$ cat src/rtl/osd_him_gearbox.sv
// Host interface bridge between a GLIP byte-stream channel (16 or 32 bit) and the DII debug NoC.
// Optional statistics counters are built when the macro OSD_HIM_STATS_EN is defined.
module osd_him_gearbox #(
    parameter int unsigned GLIP_WIDTH  = 16,
    parameter int unsigned BUF_SIZE    = 8,
    parameter int unsigned MAX_ING_LEN = 32
) (
    input  logic                  clk,
    input  logic                  rst,
    input  logic [GLIP_WIDTH-1:0] glip_in_data,
    input  logic                  glip_in_valid,
    output logic                  glip_in_ready,
    output logic [GLIP_WIDTH-1:0] glip_out_data,
    output logic                  glip_out_valid,
    input  logic                  glip_out_ready,
    output logic [15:0]           dii_out_data,
    output logic                  dii_out_valid,
    output logic                  dii_out_last,
    input  logic                  dii_out_ready,
    input  logic [15:0]           dii_in_data,
    input  logic                  dii_in_valid,
    input  logic                  dii_in_last,
    output logic                  dii_in_ready,
    output logic [15:0]           stat_ing_pkts,
    output logic [15:0]           stat_ing_drop,
    output logic [15:0]           stat_egr_pkts
);
    localparam int unsigned PtrW = $clog2(BUF_SIZE);
    localparam int unsigned CntW = PtrW + 1;
    localparam logic [15:0] MaxIngLen = 16'(MAX_ING_LEN);

    function automatic logic [15:0] swap16(input logic [15:0] w);
        return {w[7:0], w[15:8]};
    endfunction

    typedef enum logic [1:0] {StIdle, StFwd, StDrop} ing_state_e;
    typedef enum logic {StHdr, StData} egr_state_e;

    ing_state_e  ing_state_q;
    egr_state_e  egr_state_q;
    logic [15:0] rem_q;
    logic [15:0] iw_data, ew_data;
    logic        iw_valid, iw_ready, iw_take;
    logic        ew_valid, ew_last, ew_take;

    // Ingress word stream: FWD consumes only when the NoC accepts, IDLE/DROP always consume.
    assign iw_ready = (ing_state_q != StFwd) || dii_out_ready;
    assign iw_take  = iw_valid && iw_ready;

    if (GLIP_WIDTH == 32) begin : g_unpack32
        logic [31:0] beat_q;
        logic        full_q, upper_q;

        assign iw_valid      = full_q;
        assign iw_data       = swap16(upper_q ? beat_q[31:16] : beat_q[15:0]);
        assign glip_in_ready = !full_q || (upper_q && iw_ready);

        always_ff @(posedge clk) begin
            if (rst) begin
                full_q  <= 1'b0;
                upper_q <= 1'b0;
                beat_q  <= '0;
            end else if (glip_in_ready && glip_in_valid) begin
                full_q  <= 1'b1;
                upper_q <= 1'b0;
                beat_q  <= glip_in_data;
            end else if (iw_take) begin
                if (upper_q) full_q <= 1'b0;
                upper_q <= !upper_q;
            end
        end
    end else begin : g_unpack16
        assign iw_valid      = glip_in_valid;
        assign iw_data       = swap16(glip_in_data);
        assign glip_in_ready = iw_ready;
    end

    assign dii_out_valid = (ing_state_q == StFwd) && iw_valid;
    assign dii_out_data  = iw_data;
    assign dii_out_last  = dii_out_valid && (rem_q == 16'd0);

    always_ff @(posedge clk) begin
        if (rst) begin
            ing_state_q <= StIdle;
            rem_q       <= '0;
        end else if (iw_take) begin
            unique case (ing_state_q)
                StIdle: begin
                    if (iw_data != 16'd0) begin
                        rem_q       <= iw_data - 16'd1;
                        ing_state_q <= (iw_data > MaxIngLen) ? StDrop : StFwd;
                    end
                end
                StFwd, StDrop: begin
                    if (rem_q == 16'd0) ing_state_q <= StIdle;
                    else                rem_q <= rem_q - 16'd1;
                end
                default: ing_state_q <= StIdle;
            endcase
        end
    end

    // Egress full-packet buffer: flit FIFO plus a FIFO of completed packet sizes.
    logic [16:0]     buf_mem  [BUF_SIZE];
    logic [CntW-1:0] size_mem [BUF_SIZE];
    logic [PtrW-1:0] buf_wr_q, buf_rd_q, size_wr_q, size_rd_q;
    logic [CntW-1:0] buf_cnt_q, pkt_cnt_q, acc_q;
    logic [16:0]     buf_head;
    logic            buf_push, buf_pop, size_push, size_pop;

    assign dii_in_ready = !rst && (buf_cnt_q != CntW'(BUF_SIZE));
    assign buf_push     = dii_in_valid && dii_in_ready;
    assign size_push    = buf_push && dii_in_last;
    assign buf_pop      = ew_take && (egr_state_q == StData);
    assign size_pop     = ew_take && (egr_state_q == StHdr);
    assign buf_head     = buf_mem[buf_rd_q];

    always_ff @(posedge clk) begin
        if (buf_push)  buf_mem[buf_wr_q]   <= {dii_in_last, dii_in_data};
        if (size_push) size_mem[size_wr_q] <= acc_q + CntW'(1);
    end

    always_ff @(posedge clk) begin
        if (rst) begin
            buf_wr_q  <= '0;
            buf_rd_q  <= '0;
            size_wr_q <= '0;
            size_rd_q <= '0;
            buf_cnt_q <= '0;
            pkt_cnt_q <= '0;
            acc_q     <= '0;
        end else begin
            if (buf_push) begin
                buf_wr_q <= buf_wr_q + PtrW'(1);
                acc_q    <= dii_in_last ? '0 : acc_q + CntW'(1);
            end
            if (buf_pop)   buf_rd_q  <= buf_rd_q + PtrW'(1);
            if (size_push) size_wr_q <= size_wr_q + PtrW'(1);
            if (size_pop)  size_rd_q <= size_rd_q + PtrW'(1);
            buf_cnt_q <= buf_cnt_q + CntW'(buf_push) - CntW'(buf_pop);
            pkt_cnt_q <= pkt_cnt_q + CntW'(size_push) - CntW'(size_pop);
        end
    end

    assign ew_valid = (egr_state_q == StHdr) ? (pkt_cnt_q != '0) : (buf_cnt_q != '0);
    assign ew_data  = (egr_state_q == StHdr) ? 16'(size_mem[size_rd_q]) : buf_head[15:0];
    assign ew_last  = (egr_state_q == StData) && buf_head[16];

    always_ff @(posedge clk) begin
        if (rst) begin
            egr_state_q <= StHdr;
        end else if (ew_take) begin
            if (egr_state_q == StHdr) egr_state_q <= StData;
            else if (ew_last)         egr_state_q <= StHdr;
        end
    end

    if (GLIP_WIDTH == 32) begin : g_pack32
        logic [15:0] lo_q;
        logic        lo_full_q;
        logic [31:0] out_q;
        logic        out_valid_q;
        logic        out_free;

        // An odd final word goes straight out with a zero pad so packets never straddle beats.
        assign out_free       = !out_valid_q || glip_out_ready;
        assign ew_take        = ew_valid && ((lo_full_q || ew_last) ? out_free : 1'b1);
        assign glip_out_valid = out_valid_q;
        assign glip_out_data  = out_q;

        always_ff @(posedge clk) begin
            if (rst) begin
                lo_q        <= '0;
                lo_full_q   <= 1'b0;
                out_q       <= '0;
                out_valid_q <= 1'b0;
            end else begin
                if (out_valid_q && glip_out_ready) out_valid_q <= 1'b0;
                if (ew_take) begin
                    if (lo_full_q) begin
                        out_q       <= {swap16(ew_data), lo_q};
                        out_valid_q <= 1'b1;
                        lo_full_q   <= 1'b0;
                    end else if (ew_last) begin
                        out_q       <= {16'h0000, swap16(ew_data)};
                        out_valid_q <= 1'b1;
                    end else begin
                        lo_q      <= swap16(ew_data);
                        lo_full_q <= 1'b1;
                    end
                end
            end
        end
    end else begin : g_pack16
        assign ew_take        = ew_valid && glip_out_ready;
        assign glip_out_valid = ew_valid;
        assign glip_out_data  = swap16(ew_data);
    end

`ifdef OSD_HIM_STATS_EN
    logic [15:0] ing_pkts_q, ing_drop_q, egr_pkts_q;
    logic        ing_done, ing_drop, egr_done;

    assign ing_done = iw_take && (ing_state_q == StFwd) && (rem_q == 16'd0);
    assign ing_drop = iw_take && (ing_state_q == StIdle) && (iw_data > MaxIngLen);
    assign egr_done = buf_pop && ew_last;

    always_ff @(posedge clk) begin
        if (rst) begin
            ing_pkts_q <= '0;
            ing_drop_q <= '0;
            egr_pkts_q <= '0;
        end else begin
            if (ing_done) ing_pkts_q <= ing_pkts_q + 16'd1;
            if (ing_drop) ing_drop_q <= ing_drop_q + 16'd1;
            if (egr_done) egr_pkts_q <= egr_pkts_q + 16'd1;
        end
    end

    assign stat_ing_pkts = ing_pkts_q;
    assign stat_ing_drop = ing_drop_q;
    assign stat_egr_pkts = egr_pkts_q;
`else
    assign stat_ing_pkts = '0;
    assign stat_ing_drop = '0;
    assign stat_egr_pkts = '0;
`endif

endmodule

$ cat config.mk
export PLATFORM = sky130hd
export DESIGN_NAME = osd_him_gearbox
export DESIGN_NICKNAME = d
export VERILOG_FILES = /design/src/rtl/osd_him_gearbox.sv
export SDC_FILE = /design/constraint.sdc
export NUM_CORES = 1
export LEC_CHECK = 0
export BUFFER_PORTS_ARGS = -buffer_cell sky130_fd_sc_hd__buf_2
export CAP_MARGIN = 20
export CORE_AREA = 4 4 137 139
export DETAILED_ROUTE_END_ITERATION = 7
export DIE_AREA = 0 0 141 143
export PLACE_DENSITY = 0.79
export SETUP_SLACK_MARGIN = 0.5
export SLEW_MARGIN = 20
export SYNTH_ARGS = -nofsm -noshare
export SYNTH_HDL_FRONTEND = slang
export SYNTH_SLANG_ARGS = --single-unit
export TNS_END_PERCENT = 10
$ cat constraint.sdc
create_clock -name clk -period 4.2 [get_ports clk]
set_input_delay 0.21 -clock clk [delete_from_list [all_inputs] [get_ports clk]]
set_output_delay 0.21 -clock clk [all_outputs]
set_load 0.03 [all_outputs]
# After elaboration in Yosys (flattened, before gate mapping)
# Memories as Yosys holds them, arrays and structs flattened. A register that Yosys moved wholly into a read port is not among the register bits.
# Cells that the tools add are included.
[classes] n_eq_ne=7 add_sub_neg=11 n_reduce_logical=21 div=0 muxes=20 order_cmp=1 n_mul=0 n_shift=0 bitwise_logic=1
[op_table] operator="$mux W16" count=3
[op_table] operator="$pmux W16 S2" count=1
[op_table] operator="$sub A16 B1 Y16 const B" count=2
[op_table] operator="$gt A16 B6 Y1 const B" count=1
[op_table] operator="$logic_not A16 Y1" count=1
[op_table] operator="$reduce_bool A16 Y1" count=1
[op_table] operator="$add A3 B1 Y3 const B" count=4
[op_table] operator="$mux W3" count=4
[op_table] operator="$logic_and A1 B1 Y1" count=10
[op_table] operator="$add A4 B1 Y4" count=2
[op_table] operator="$reduce_bool A4 Y1" count=2
[op_table] operator="$sub A4 B1 Y4" count=2
[op_table] operator="$mux W1" count=7
[op_table] operator="$mux W2" count=3
[op_table] operator="$ne A2 B2 Y1 const B" count=3
[op_table] operator="$add A4 B1 Y4 const B" count=1
[op_table] operator="$mux W4" count=1
[op_table] operator="$ne A4 B4 Y1 const B" count=1
[op_table] operator="$pmux W2 S2" count=1
[op_table] operator="$reduce_and A4 Y1" count=1
[op_table] operator="$reduce_and A3 Y1" count=1
[op_table] operator="$eq A2 B1 Y1 const B" count=1
[op_table] operator="$eq A2 B2 Y1 const B" count=1
[op_table] operator="$logic_not A2 Y1" count=1
[op_table] operator="6 further kinds" count=6
[word_totals] reg_bits=43 latch_bits=0 in_bits=39 rom_bits=0 mem_bits_rw=168 elab_cells=73 n_memories=2
[mem_list] memory="buf_mem" depth=8 width=17 read_ports=1 rd_ports_with_merged_regs=1 write_ports=1 line="104" text="logic [16:0] buf_mem [BUF_SIZE];"
[mem_list] memory="size_mem" depth=8 width=4 read_ports=1 rd_ports_with_merged_regs=1 write_ports=1 line="105" text="logic [CntW-1:0] size_mem [BUF_SIZE];"

# Depth between registers and ports, before layout
# Gate-level depths: netlist of run 1.
[logic_depth] word_depth=6 mapped_depth=12 mapped_depth_nobuf=11

# Worst setup path after synthesis of run 1
# OpenSTA, ideal clock, no wires.
[synth_path] kind="register to register" start="register buf_cnt_q[2]" end="memory buf_mem[1][0], enable pin" setup_time_ns=0.441 path_slack_ns=0.434 arrival_time_ns=3.324 n_path_buf=1 stages_incl_launch_ff=7 path_cell_list="dfxtp_1 inv_1 ha_1 a21oi_1 nand2_1 clkbuf_1 nor4b_1"
[synth_via] elab_chain_len=5
[synth_rtl] element="start: declaration" line="107" text="logic [CntW-1:0] buf_cnt_q, pkt_cnt_q, acc_q;"
[synth_rtl] element="start signal: assignment" line="140" text="buf_cnt_q <= buf_cnt_q + CntW'(buf_push) - CntW'(buf_pop);"
[synth_rtl] element="$ne A4 B4 Y1" line="111" text="assign dii_in_ready = !rst && (buf_cnt_q != CntW'(BUF_SIZE));"
[synth_rtl] element="$logic_and A1 B1 Y1" line="111"
[synth_rtl] element="named net dii_in_ready" line="23" text="output logic dii_in_ready,"
[synth_rtl] element="$logic_and A1 B1 Y1" line="112" text="assign buf_push = dii_in_valid && dii_in_ready;"
[synth_rtl] element="$mux W1" line="119" text="if (buf_push) buf_mem[buf_wr_q] <= {dii_in_last, dii_in_data};"
[synth_rtl] element="$mux W1 (implied by the code)" line="119"
[synth_rtl] element="end: declaration" line="104"
# The timed path passes the listed nets, and every way through them passes these cells.

# Final worst setup path of run 1
[layout_path] start="register ing_state_q[0]" end="register rem_q[12]"
[layout_via] elab_chain_len=4
[layout_rtl] element="start: declaration" line="39" text="ing_state_e ing_state_q;"
[layout_rtl] element="start signal: assignment" line="84" text="ing_state_q <= StIdle;"
[layout_rtl] element="start signal: assignment" line="91" text="ing_state_q <= (iw_data > MaxIngLen) ? StDrop : StFwd;"
[layout_rtl] element="start signal: assignment" line="95" text="if (rem_q == 16'd0) ing_state_q <= StIdle;"
[layout_rtl] element="$eq A2 B1 Y1, or another cell as far along" line="87" text="unique case (ing_state_q)"
[layout_rtl] element="$reduce_or A2 Y1 or $logic_or A1 B1 Y1 (tied branches)" line="87, 47"
[layout_rtl] element="$ne A2 B2 Y1 (no source line), or another cell as far along"
[layout_rtl] element="$reduce_and A4 Y1 (no source line)"
[layout_rtl] element="end signal: assignment" line="90" text="rem_q <= iw_data - 16'd1;"
[layout_rtl] element="end signal: assignment" line="96" text="else rem_q <= rem_q - 16'd1;"
[layout_rtl] element="end: declaration" line="41" text="logic [15:0] rem_q;"
# Parallel ways exist; a longest one is shown, timed or not.
# A chain may end at the register's enable or synchronous reset.

==> results of run 1 <==
critical path: stages (launching register included):
cell and delay [ns]:
dfxtp_1 0.35, inv_1 0.05, ha_1 0.85, mux2i_1 0.35
ha_1 0.28, o21ai_0 0.23, nor4_1 0.55, nor2_1 0.10
o21a_1 0.18, a31o_1 0.17
sequential cells by signal, summed over array words and instances, names as in the netlist, named ones only:
register / flops
acc_q: 4
buf_cnt_q: 4
buf_mem: 136
buf_rd_q: 3
buf_wr_q: 3
egr_state_q: 1
ing_state_q: 2
pkt_cnt_q: 4
rem_q: 16
size_mem: 32
size_rd_q: 3
size_wr_q: 3
routing by layer:
layer,vias to the layer above,share of wire
li1,2861,-
met1,3027,0.40
met2,266,0.51
met3,41,0.068
met4,0,0.024
met5,-,0
stage by stage:
stage	instance area (um^2)	worst slack, ns
detailed placement	10500	1.04
CTS	11400	1.04
floorplan	10300	0.628
finish	11400	0.974
global placement	10500	1.14
global route	11400	0.715
worst paths after layout:
| check | start | to | slack [ns] | depth (start not counted) |
|---|---|---|---|---|
| max | ing_state_q[0] | rem_q[12] | 0.97 | 9 |
| min | glip_in_data[12] | rem_q[4] | 0.02 | 3 |
| max reg2reg | ing_state_q[0] | rem_q[12] | 0.97 | 9 |
| min reg2reg | ing_state_q[1] | ing_state_q[1] | 0.46 | 2 |
synth_stat cells, drive strengths merged, types with 17 or more instances:
library cell  number
edfxtp           168
nand2             39
nor3              22
inv               19
nor2b             24
buf               78
a21oi             37
ha                17
dfxtp             49
nor2              61
clkbuf            23
mux4              42
mux2i             27
placed cells by master, fill, tap and decap left out, types with 3 or more instances in the layout:
cell,n
clkinv_1,5
nand2b_1,4
inv_1,19
nor3b_1,7
nand3_1,10
o21ai_0,12
or2_2,3
o22ai_1,3
nor4_1,6
or4_1,3
clkinvlp_4,3
mux2_2,4
nand4_1,4
mux4_2,42
nor3_2,3
nand3b_1,3
a31oi_1,5
a21oi_1,37
clkinv_2,4
edfxtp_1,168
and2_1,3
mux2i_1,27
nor4b_1,3
conb_1,48
ha_1,17
bufinv_16,3
buf_2,75
a32o_1,5
nor2b_1,24
xnor2_1,8
nor3_1,19
dfxtp_1,47
nor2_1,61
clkbuf_16,23
o211ai_1,3
nand2_1,39
a211oi_1,7
buf_4,17
xor2_1,7
dlygate4sd3_1,16
cells by family after synthesis:
group	Yosys count	share of synthesized area
flip-flops	217	0.597
AND/OR/NAND/NOR	209	0.108
buffers and inverters	121	0.0708
AO/OA/AOI/OAI	93	0.0607
multiplexers	73	0.125
adder cells (fa/ha/maj)	19	0.0251
XOR/XNOR	15	0.0130
other	1	0.000372
power groups by stage:
| stage | sequential, uW | combinational (uW) | clock, uW |
|---|---|---|---|
| after floorplan | 2510 | 924 | 0 |
| after global placement | 2590 | 1040 | 0 |
| final | 2550 | 1080 | 2060 |
| after CTS | 2550 | 1090 | 2090 |
| after global routing | 2570 | 1180 | 2200 |
| after detailed placement | 2590 | 1060 | 0 |
layout make-up:
class | instances | area [um^2] | share of cell area
sequential | 217 | 6030 | 0.529
multi-input combinational | 457 | 3570 | 0.313
timing repair buffer | 108 | 663 | 0.0582
clock buffer | 25 | 593 | 0.0520
tap | 229 | 287 | 0.0251
clock inverter | 17 | 185 | 0.0162
inverter | 20 | 75.1 | 0.00659
==> metrics.cfg, run 1 <==
[drt]
dr.pass1.iters=6
wire_per_inst_um=19.6
drtIter0Drc=420
drc=0
avgViaCountPerCell=5.77
final_antenna_net_count=0
num_vias=6195
drt_wl_total_um=21000

[status]
outcome=finished clean

[pwr]
ir_worst_vdd_uv=313
p_sw_uw=1600
p_int_uw=4090
comb_power_share=0.190
p_total_uw=5690
pwr-share-seq=0.448
p_leak_uw=0.00398
power.density_nw_per_um2=499
p_sw_frac=0.281
clockPowerShare=0.362

[synth]
async_flop_share=0
synth.avg_cell_area_um2=13.5
synth.distinct_cells=68
synthesis.area_um2=10100
synth_top_cell_by_area=edfxtp_1
synth.top_cell.area_share=0.500
yosysSeqAreaShare=0.597
synth_seq_cells=217
yosysWarnings=0
synth_area_leaders=edfxtp_1 50%, dfxtp_1 9.7%, mux4_2 9.4%, buf_4 4.8%, mux2i_1 2.7%
synth-main-ff-cell=edfxtp_1
syn_inst=748
synth_edf_count=168

[layout]
drive_gt1_frac=0.232
area_growth_pct=13.0
antennaDiodeCount=0
fillCellCount=1264
stdcell_count=1073
final_util=0.646
nNetsFinal=885

[job]
maxCapViolations=0

[clock_tree]
clk_latency_ns=0.51
cts_setup_buffers=0
cts-hold-fix-buffers=16
clk_pin_slew_ns=0.06
numCtsBuffers=23
clock-sinks=217
cts_root_buffer=clkbuf_16
clock_path_buffers=3
cts_tree=built
post_cts_resized=0
h-tree-depth=1

[die]
die_h_um=143
initial_core_util=0.571
num_rows=49
io_pins=124
core_area_um2=17700
dieArea_um2=20200
die_w_um=141

[sta]
max_clock_freq_ghz=0.310
hold_viol_final=0
hold-worst-slack_ns=0.0182
setup_violations=0
post-route-period-util=0.768
tightest_slew_ns=0.872
maxSlewViolCount=0
fin_skew_ns=0.0131
rsz0062_at_grt=no
slew_headroom=0.419
tns_ns=0
finalCriticalPeriod_ns=3.23

[global_routing]
grt_max_degree=45
grt_busiest_layer=met2
grtUsageTotal=0.208
grt_first_pass_wirelength_um=33100
gr-usage-met3=0.0275
met2_usage=0.357
use_met1=0.280
antenna_found_initial=0
grt_pass1_vias=6076
globalRouteOverflowTotal=0

[setup_path]
critical_path_arrival_ns=3.63
worst-setup-path-type=reg2reg
required_ns=4.60
crit_fanout=31
end_kind=flip-flop
cp-start-kind=flip-flop

[placed_design]
gp_congestion=0.902
dpl.cell_count=1015
dp_hpwl_um=12800
numPortBuffers=75

[worst_hold_path]
worstHoldPathType=in2reg

(Power assumes the default switching activity.)
==> run 2: changes to the inputs <==
--- a/config.mk
+++ b/config.mk
@@ -5,6 +5,7 @@
 export SDC_FILE = /design/constraint.sdc
 export NUM_CORES = 1
 export LEC_CHECK = 0
+export ABC_AREA = 1
 export BUFFER_PORTS_ARGS = -buffer_cell sky130_fd_sc_hd__buf_2
 export CAP_MARGIN = 20
 export CORE_AREA = 4 4 137 139
==> constraint.sdc (replaced) <==
create_clock -name clk -period 3.3 [get_ports clk]
set_input_delay 0.165 -clock clk [delete_from_list [all_inputs] [get_ports clk]]
set_output_delay 0.165 -clock clk [all_outputs]
set_load 0.03 [all_outputs]
==> metrics.cfg, run 2 <==
[sta]
rsz0062_at_grt=no
post-route-period-util=0.800
maxSlewViolCount=0  ; unchanged
fin_skew_ns=0.0157  ; +0.00268 ns
hold_viol_final=0  ; unchanged
finalCriticalPeriod_ns=2.64
tightest_slew_ns=0.807  ; -0.0650 ns
setup_violations=0  ; unchanged
tns_ns=0  ; unchanged
slew_headroom=0.461  ; +0.0427
max_clock_freq_ghz=0.379

[setup_path]
cpPeakStageDelay_ns=0.54  ; -0.31 ns
critPathTopFamily=compound AO/OA/AOI/OAI gates
crit_slowest_cell=buf_4
cp.buffers_inverters=2  ; +1
r2r-start=ing_state_q[0]
r2r_cells=8  ; -1
crit_chain=buf_4 > o21ai_0 > o22ai_1 > o21ai_0 > o21ai_0 > buf_2
worst-setup-path-type=reg2out
required_ns=3.13  ; -1.47 ns
cpMostUsedCell=o21ai_0
crit_fanout=68  ; +120%
end_kind=output pin
critical_path_arrival_ns=2.47  ; -1.16 ns
cp_num_cells=6  ; -3
cp-start-kind=flip-flop

[synth]
synth_edf_count=168  ; unchanged
synth-main-ff-cell=edfxtp_1
synthesis.area_um2=10100  ; -0.21%
synth_top_cell_by_area=edfxtp_1
synth_common_cells=215 x nor2_1, 168 x edfxtp_1, 149 x nand2_1
syn_inst=1035  ; +38%
synth.avg_cell_area_um2=9.72  ; -28%
synth_area_leaders=edfxtp_1 50%, dfxtp_1 9.7%, nor2_1 8.0%, o21ai_0 5.6%, nand2_1 5.6%
synth_most_common_cell=nor2_1
async_flop_share=0  ; unchanged
yosysWarnings=0  ; unchanged
yosysSeqAreaShare=0.599  ; +0.00126
synth.top_cell.area_share=0.501  ; +0.00106
synth_seq_cells=217  ; unchanged
synth.distinct_cells=39  ; -43%

[die]
io_pins=124  ; unchanged
dieArea_um2=20200  ; unchanged
initial_core_util=0.570  ; -0.00120
num_rows=49  ; unchanged
die_h_um=143  ; unchanged
die_w_um=141  ; unchanged
core_area_um2=17700  ; unchanged

[placed_design]
gp_congestion=0.872  ; -3.3%
numPortBuffers=75  ; unchanged
dp_hpwl_um=13800  ; +7.8%

[layout]
final_cell_mix=214 x nor2_1, 168 x edfxtp_1, 149 x nand2_1
antennaDiodeCount=0  ; unchanged
largest_reg_flops=136  ; unchanged
drive_gt1_frac=0.137  ; -0.0952
top_register=buf_mem
fillCellCount=1329  ; +5.1%
reg_top3=buf_mem: 136 flops, size_mem: 32 flops, rem_q: 16 flops
area_growth_pct=12.9
nNetsFinal=1174  ; +33%
final_common_cell=nor2_1

[clock_tree]
h-tree-depth=1  ; unchanged
clock_path_buffers=3  ; unchanged
cts_root_buffer=clkbuf_16
cts_tree=built
numCtsBuffers=22  ; -4.3%
cts_setup_buffers=0  ; unchanged
clock-sinks=217  ; unchanged
clk_latency_ns=0.50  ; about the same
clk_pin_slew_ns=0.06  ; about the same

[drt]
wire_per_inst_um=16.0  ; -18%
drc=0  ; unchanged
drt_wl_total_um=21700  ; +3.3%
drtIter0Drc=639  ; +52%
num_vias=7431  ; +20%
dr.pass1.iters=5  ; -1
avgViaCountPerCell=5.46  ; -5.4%
final_antenna_net_count=0  ; unchanged

[worst_hold_path]
worstHoldPathType=in2reg
min_path_cells=1  ; -2
min_from=dii_in_last

[global_routing]
grtUsageTotal=0.214  ; +0.00625
grt_pass1_vias=7119  ; +17%
globalRouteOverflowTotal=0  ; unchanged
antenna_found_initial=0  ; unchanged
grt_max_degree=69  ; +53%
grt_first_pass_wirelength_um=35000  ; +5.8%

[pwr]
p_leak_uw=0.00446  ; +12%
power.density_nw_per_um2=745  ; +49%
ir_worst_vdd_uv=509  ; +63%
p_total_uw=8470  ; +49%

[job]
maxCapViolations=0  ; unchanged

[status]
outcome=finished clean

[run 2: changes by cell type in the layout (fill, tap and decap cells not counted), sizes merged, moves of 27 or more]
cell and change:
inv +50, mux2i -27, mux4 -42, nand2 +118
nor2 +159, o21ai +105
[run 2: final cells by class]
type | instances | area, um^2 | share of cell area
flip-flops and latches | 217 | 6030 | 0.530
clock inverters | 10 | 87.6 | 0.00771
clock buffers | 29 | 693 | 0.0610
multi-input cells | 689 | 3270 | 0.288
repair buffers | 115 | 728 | 0.0641
inverters | 71 | 269 | 0.0237
well taps | 229 | 287 | 0.0252
[run 2: final timing paths]
check | endpoint | slack (ns)
setup / recovery | glip_out_data[9] | 0.66
hold / removal | buf_mem[4][16] | 0.02
setup reg to reg | rem_q[15] | 0.89
hold reg to reg | ing_state_q[1] | 0.48
[run 2: timing repair]
item / CTS / global route
endpoints found under the setup margin: 0 / 1
hold endpoints to repair: 128 / 0
gates resized for setup: 0 / 1
hold buffers: 16 / 0
[run 2: cells by family (layout without fill, tap and decap cells)]
| logic type | after synthesis | after routing | share of synthesized area |
|---|---|---|---|
| AND/OR/NAND/NOR | 419 | 419 | 0.169 |
| other | 1 | 48 | 0.000373 |
| flip-flops | 217 | 217 | 0.599 |
| AO/OA/AOI/OAI | 196 | 196 | 0.107 |
| adder cells (fa/ha/maj) | 19 | 19 | 0.0251 |
| XOR/XNOR | 7 | 7 | 0.00609 |
| buffers and inverters | 176 | 225 | 0.0940 |
[run 2: stage by stage]
step	setup slack, ns	utilization	cell area [um^2]	std cells	hold WS [ns]
4_1_cts	0.666	0.643	11400	1360	0.0116
5_1_grt	0.504	0.644	11400	1360	0.0199
6_report	0.661	0.644	11400	1360	0.0249
3_5_place_dp	0.847	0.590	10400	1305	0.443
2_1_floorplan	0.534	-	10200	1082	0.264
3_3_place_gp	0.940	0.590	10400	1305	0.427
[run 2: power breakdown]
group / internal, uW / switching, uW
sequential: 3160 / 149
clock: 1560 / 1020
combinational: 795 / 1780
[run 2: layer usage]
metal  up-vias  wire, um  global-route usage
met5         -         0                   0
met4         0       386              0.0668
met3        32      1890              0.0295
met2       364     10700               0.370
met1      3482      8730               0.284
li1       3553         -                   -
[run 2: worst reg2reg max path: stages (launching register included)]
cell and delay, ns:
dfxtp_1 0.35, inv_1 0.05, ha_1 0.45, inv_4 0.20, nand2_1 0.07, nand2_1 0.27
nand2_1 0.50, a21oi_1 0.34, nor2_1 0.07
==> run 3: changes to the inputs <==
--- a/config.mk
+++ b/config.mk
@@ -5,13 +5,13 @@
 export SDC_FILE = /design/constraint.sdc
 export NUM_CORES = 1
 export LEC_CHECK = 0
-export ABC_AREA = 1
+export ABC_AREA = 0
 export BUFFER_PORTS_ARGS = -buffer_cell sky130_fd_sc_hd__buf_2
 export CAP_MARGIN = 20
-export CORE_AREA = 4 4 137 139
+export CORE_AREA = 4 4 143 145
 export DETAILED_ROUTE_END_ITERATION = 7
-export DIE_AREA = 0 0 141 143
-export PLACE_DENSITY = 0.79
+export DIE_AREA = 0 0 147 149
+export PLACE_DENSITY = 0.76
 export SETUP_SLACK_MARGIN = 0.5
 export SLEW_MARGIN = 20
 export SYNTH_ARGS = -nofsm -noshare
==> constraint.sdc (replaced) <==
create_clock -name clk -period 2.2 [get_ports clk]
set_input_delay 0.11 -clock clk [delete_from_list [all_inputs] [get_ports clk]]
set_output_delay 0.11 -clock clk [all_outputs]
set_load 0.03 [all_outputs]
==> metrics.cfg, run 3 (synthesis results as in run 1) <==
[status]
outcome=complete, but fails checks
violations=setup timing

[placed_design]
pre_cts_ws_ns=-0.175  ; -1.02 ns
dpl.cell_count=1126  ; -14%
dp_hpwl_um=14000  ; +1.8%
place_area_um2=11200  ; +7.7%
gp_congestion=0.928  ; +6.4%
numPortBuffers=75  ; unchanged

[pwr]
power.density_nw_per_um2=869  ; +17%
clockPowerShare=0.306  ; about the same
comb_power_share=0.275  ; -0.029
p_sw_frac=0.287  ; -0.0616
pwr-share-seq=0.418  ; +0.028
p_sw_uw=3310  ; +12%
p_int_uw=8210  ; +49%
p_leak_uw=0.00473  ; +6.2%
ir_worst_vdd_uv=564  ; +11%

[setup_path]
cp-start-kind=flip-flop
critical_path_arrival_ns=2.73  ; +0.26 ns
crit_fanout=6  ; -91%
crit_start=ing_state_q[1]
r2r-start=ing_state_q[1]
end_kind=flip-flop
required_ns=2.60  ; -0.53 ns
worst-setup-path-type=reg2reg

[sta]
slew_headroom=0.574  ; +0.112
rsz0062_at_grt=yes
post-route-period-util=1.06
layout_setup_ws_ns=-0.125  ; -0.786 ns
hold-worst-slack_ns=0.0151  ; -0.00979 ns
tightest_slew_ns=0.638  ; -0.168 ns
tns_ns=-0.508  ; -0.508 ns
finalCriticalPeriod_ns=2.33
hold_viol_final=0  ; unchanged
max_clock_freq_ghz=0.430
fin_skew_ns=0.0135  ; -0.00227 ns
maxSlewViolCount=0  ; unchanged
setup_violations=9  ; +9

[layout]
drive_gt1_frac=0.434  ; +0.297
register_area_um2=6050  ; +0.35%
fillCellCount=1216  ; -8.5%
area_growth_pct=31.3
reg_top3=buf_mem: 136 flops, size_mem: 32 flops, rem_q: 16 flops
largest_reg_flops=136  ; unchanged
nNetsFinal=995  ; -15%
final_common_cell=edfxtp_1
final_cell_mix=168 x edfxtp_1, 94 x buf_4, 59 x buf_2
final_cell_area_um2=13200  ; +17%
stdcell_count=1217  ; -11%
antennaDiodeCount=0  ; unchanged
top_register=buf_mem
multi_input_area_um2=4260  ; +30%

[die]
num_rows=51  ; +4.1%
die_h_um=149  ; +4.2%
initial_core_util=0.525  ; -0.0449
die_w_um=147  ; +4.3%
io_pins=124  ; unchanged
dieArea_um2=21900  ; +8.6%
core_area_um2=19200  ; +8.8%

[global_routing]
grtUsageTotal=0.211  ; -0.00354
globalRouteOverflowTotal=0  ; unchanged
grt_first_pass_wirelength_um=36700  ; +4.8%
grt_pass1_vias=6803  ; -4.4%
grt_max_degree=44  ; -36%
antenna_found_initial=0  ; unchanged

[drt]
wire_per_inst_um=19.4  ; +22%
avgViaCountPerCell=5.60  ; +2.4%
drt_wl_total_um=23700  ; +8.8%
drc=0  ; unchanged
num_vias=6811  ; -8.3%
dr.pass1.iters=5  ; unchanged
drtIter0Drc=501  ; -22%
final_antenna_net_count=0  ; unchanged

[clock_tree]
cts_tree=built
numCtsBuffers=22  ; unchanged
clock_path_buffers=3  ; unchanged
clk_pin_slew_ns=0.07  ; about the same
h-tree-depth=1  ; unchanged
clock-sinks=217  ; unchanged
clk_latency_ns=0.49  ; about the same
cts_root_buffer=clkbuf_16

[job]
maxCapViolations=0  ; unchanged

[worst_hold_path]
min_from=glip_out_ready
worstHoldPathType=in2reg

## run 3: worst max-delay path, cell delays in order (launching register included)
cell and delay [ns]:
dfxtp_2 0.33, inv_2 0.05, ha_4 0.28, buf_6 0.14
buf_6 0.11, nor2b_4 0.12, and4_4 0.17, or3_4 0.40
or4_4 0.49, a31oi_1 0.14
## run 3: path summary, 6_finish.rpt
path | to | slack [ns] | depth (start not counted)
max reg2reg | rem_q[8] | -0.13 | 9
min reg2reg | ing_state_q[1] | 0.47 | 2
min | egr_state_q | 0.02 | 3
max | rem_q[8] | -0.13 | 9
## run 3: per-layer routing
metal / GRT usage / wire length, um / vias up
met3: 0.0280 / 1690 / 56
met4: 0.0592 / 595 / 0
met1: 0.272 / 9080 / 3350
met2: 0.378 / 12300 / 313
met5: 0 / 0 / -
li1: - / - / 3092
## run 3: what timing repair did
action	4_1_cts	5_1_grt
setup endpoints to repair	206	209
setup buffers	23	10
hold buffers	18	0
pin swaps	71	38
hold endpoints to repair	130	0
cloned	1	0
resized for setup	177	52
## run 3: cell type report
type	instances	share of cell area
Sequential cell	217	0.457
Multi-Input combinational cell	457	0.321
Timing Repair Buffer	219	0.138
Clock buffer	26	0.0443
Tap cell	265	0.0250
Clock inverter	13	0.00803
Inverter	20	0.00614
## run 3: power by group through the flow
stage,Sequential (uW),Clock (uW),Combinational (uW)
detailed placement,4860,0,2440
global placement,4850,0,2400
CTS,4810,3590,2960
global route,4840,3780,3410
finish,4820,3530,3170
floorplan,4800,0,1830
## run 3: per-stage QoR
| step | util | total power (uW) |
|---|---|---|
| 2_1_floorplan | - | 6630 |
| 3_3_place_gp | 0.584 | 7260 |
| 3_5_place_dp | 0.584 | 7300 |
| 4_1_cts | 0.677 | 11400 |
| 5_1_grt | 0.690 | 12000 |
| 6_report | 0.690 | 11500 |
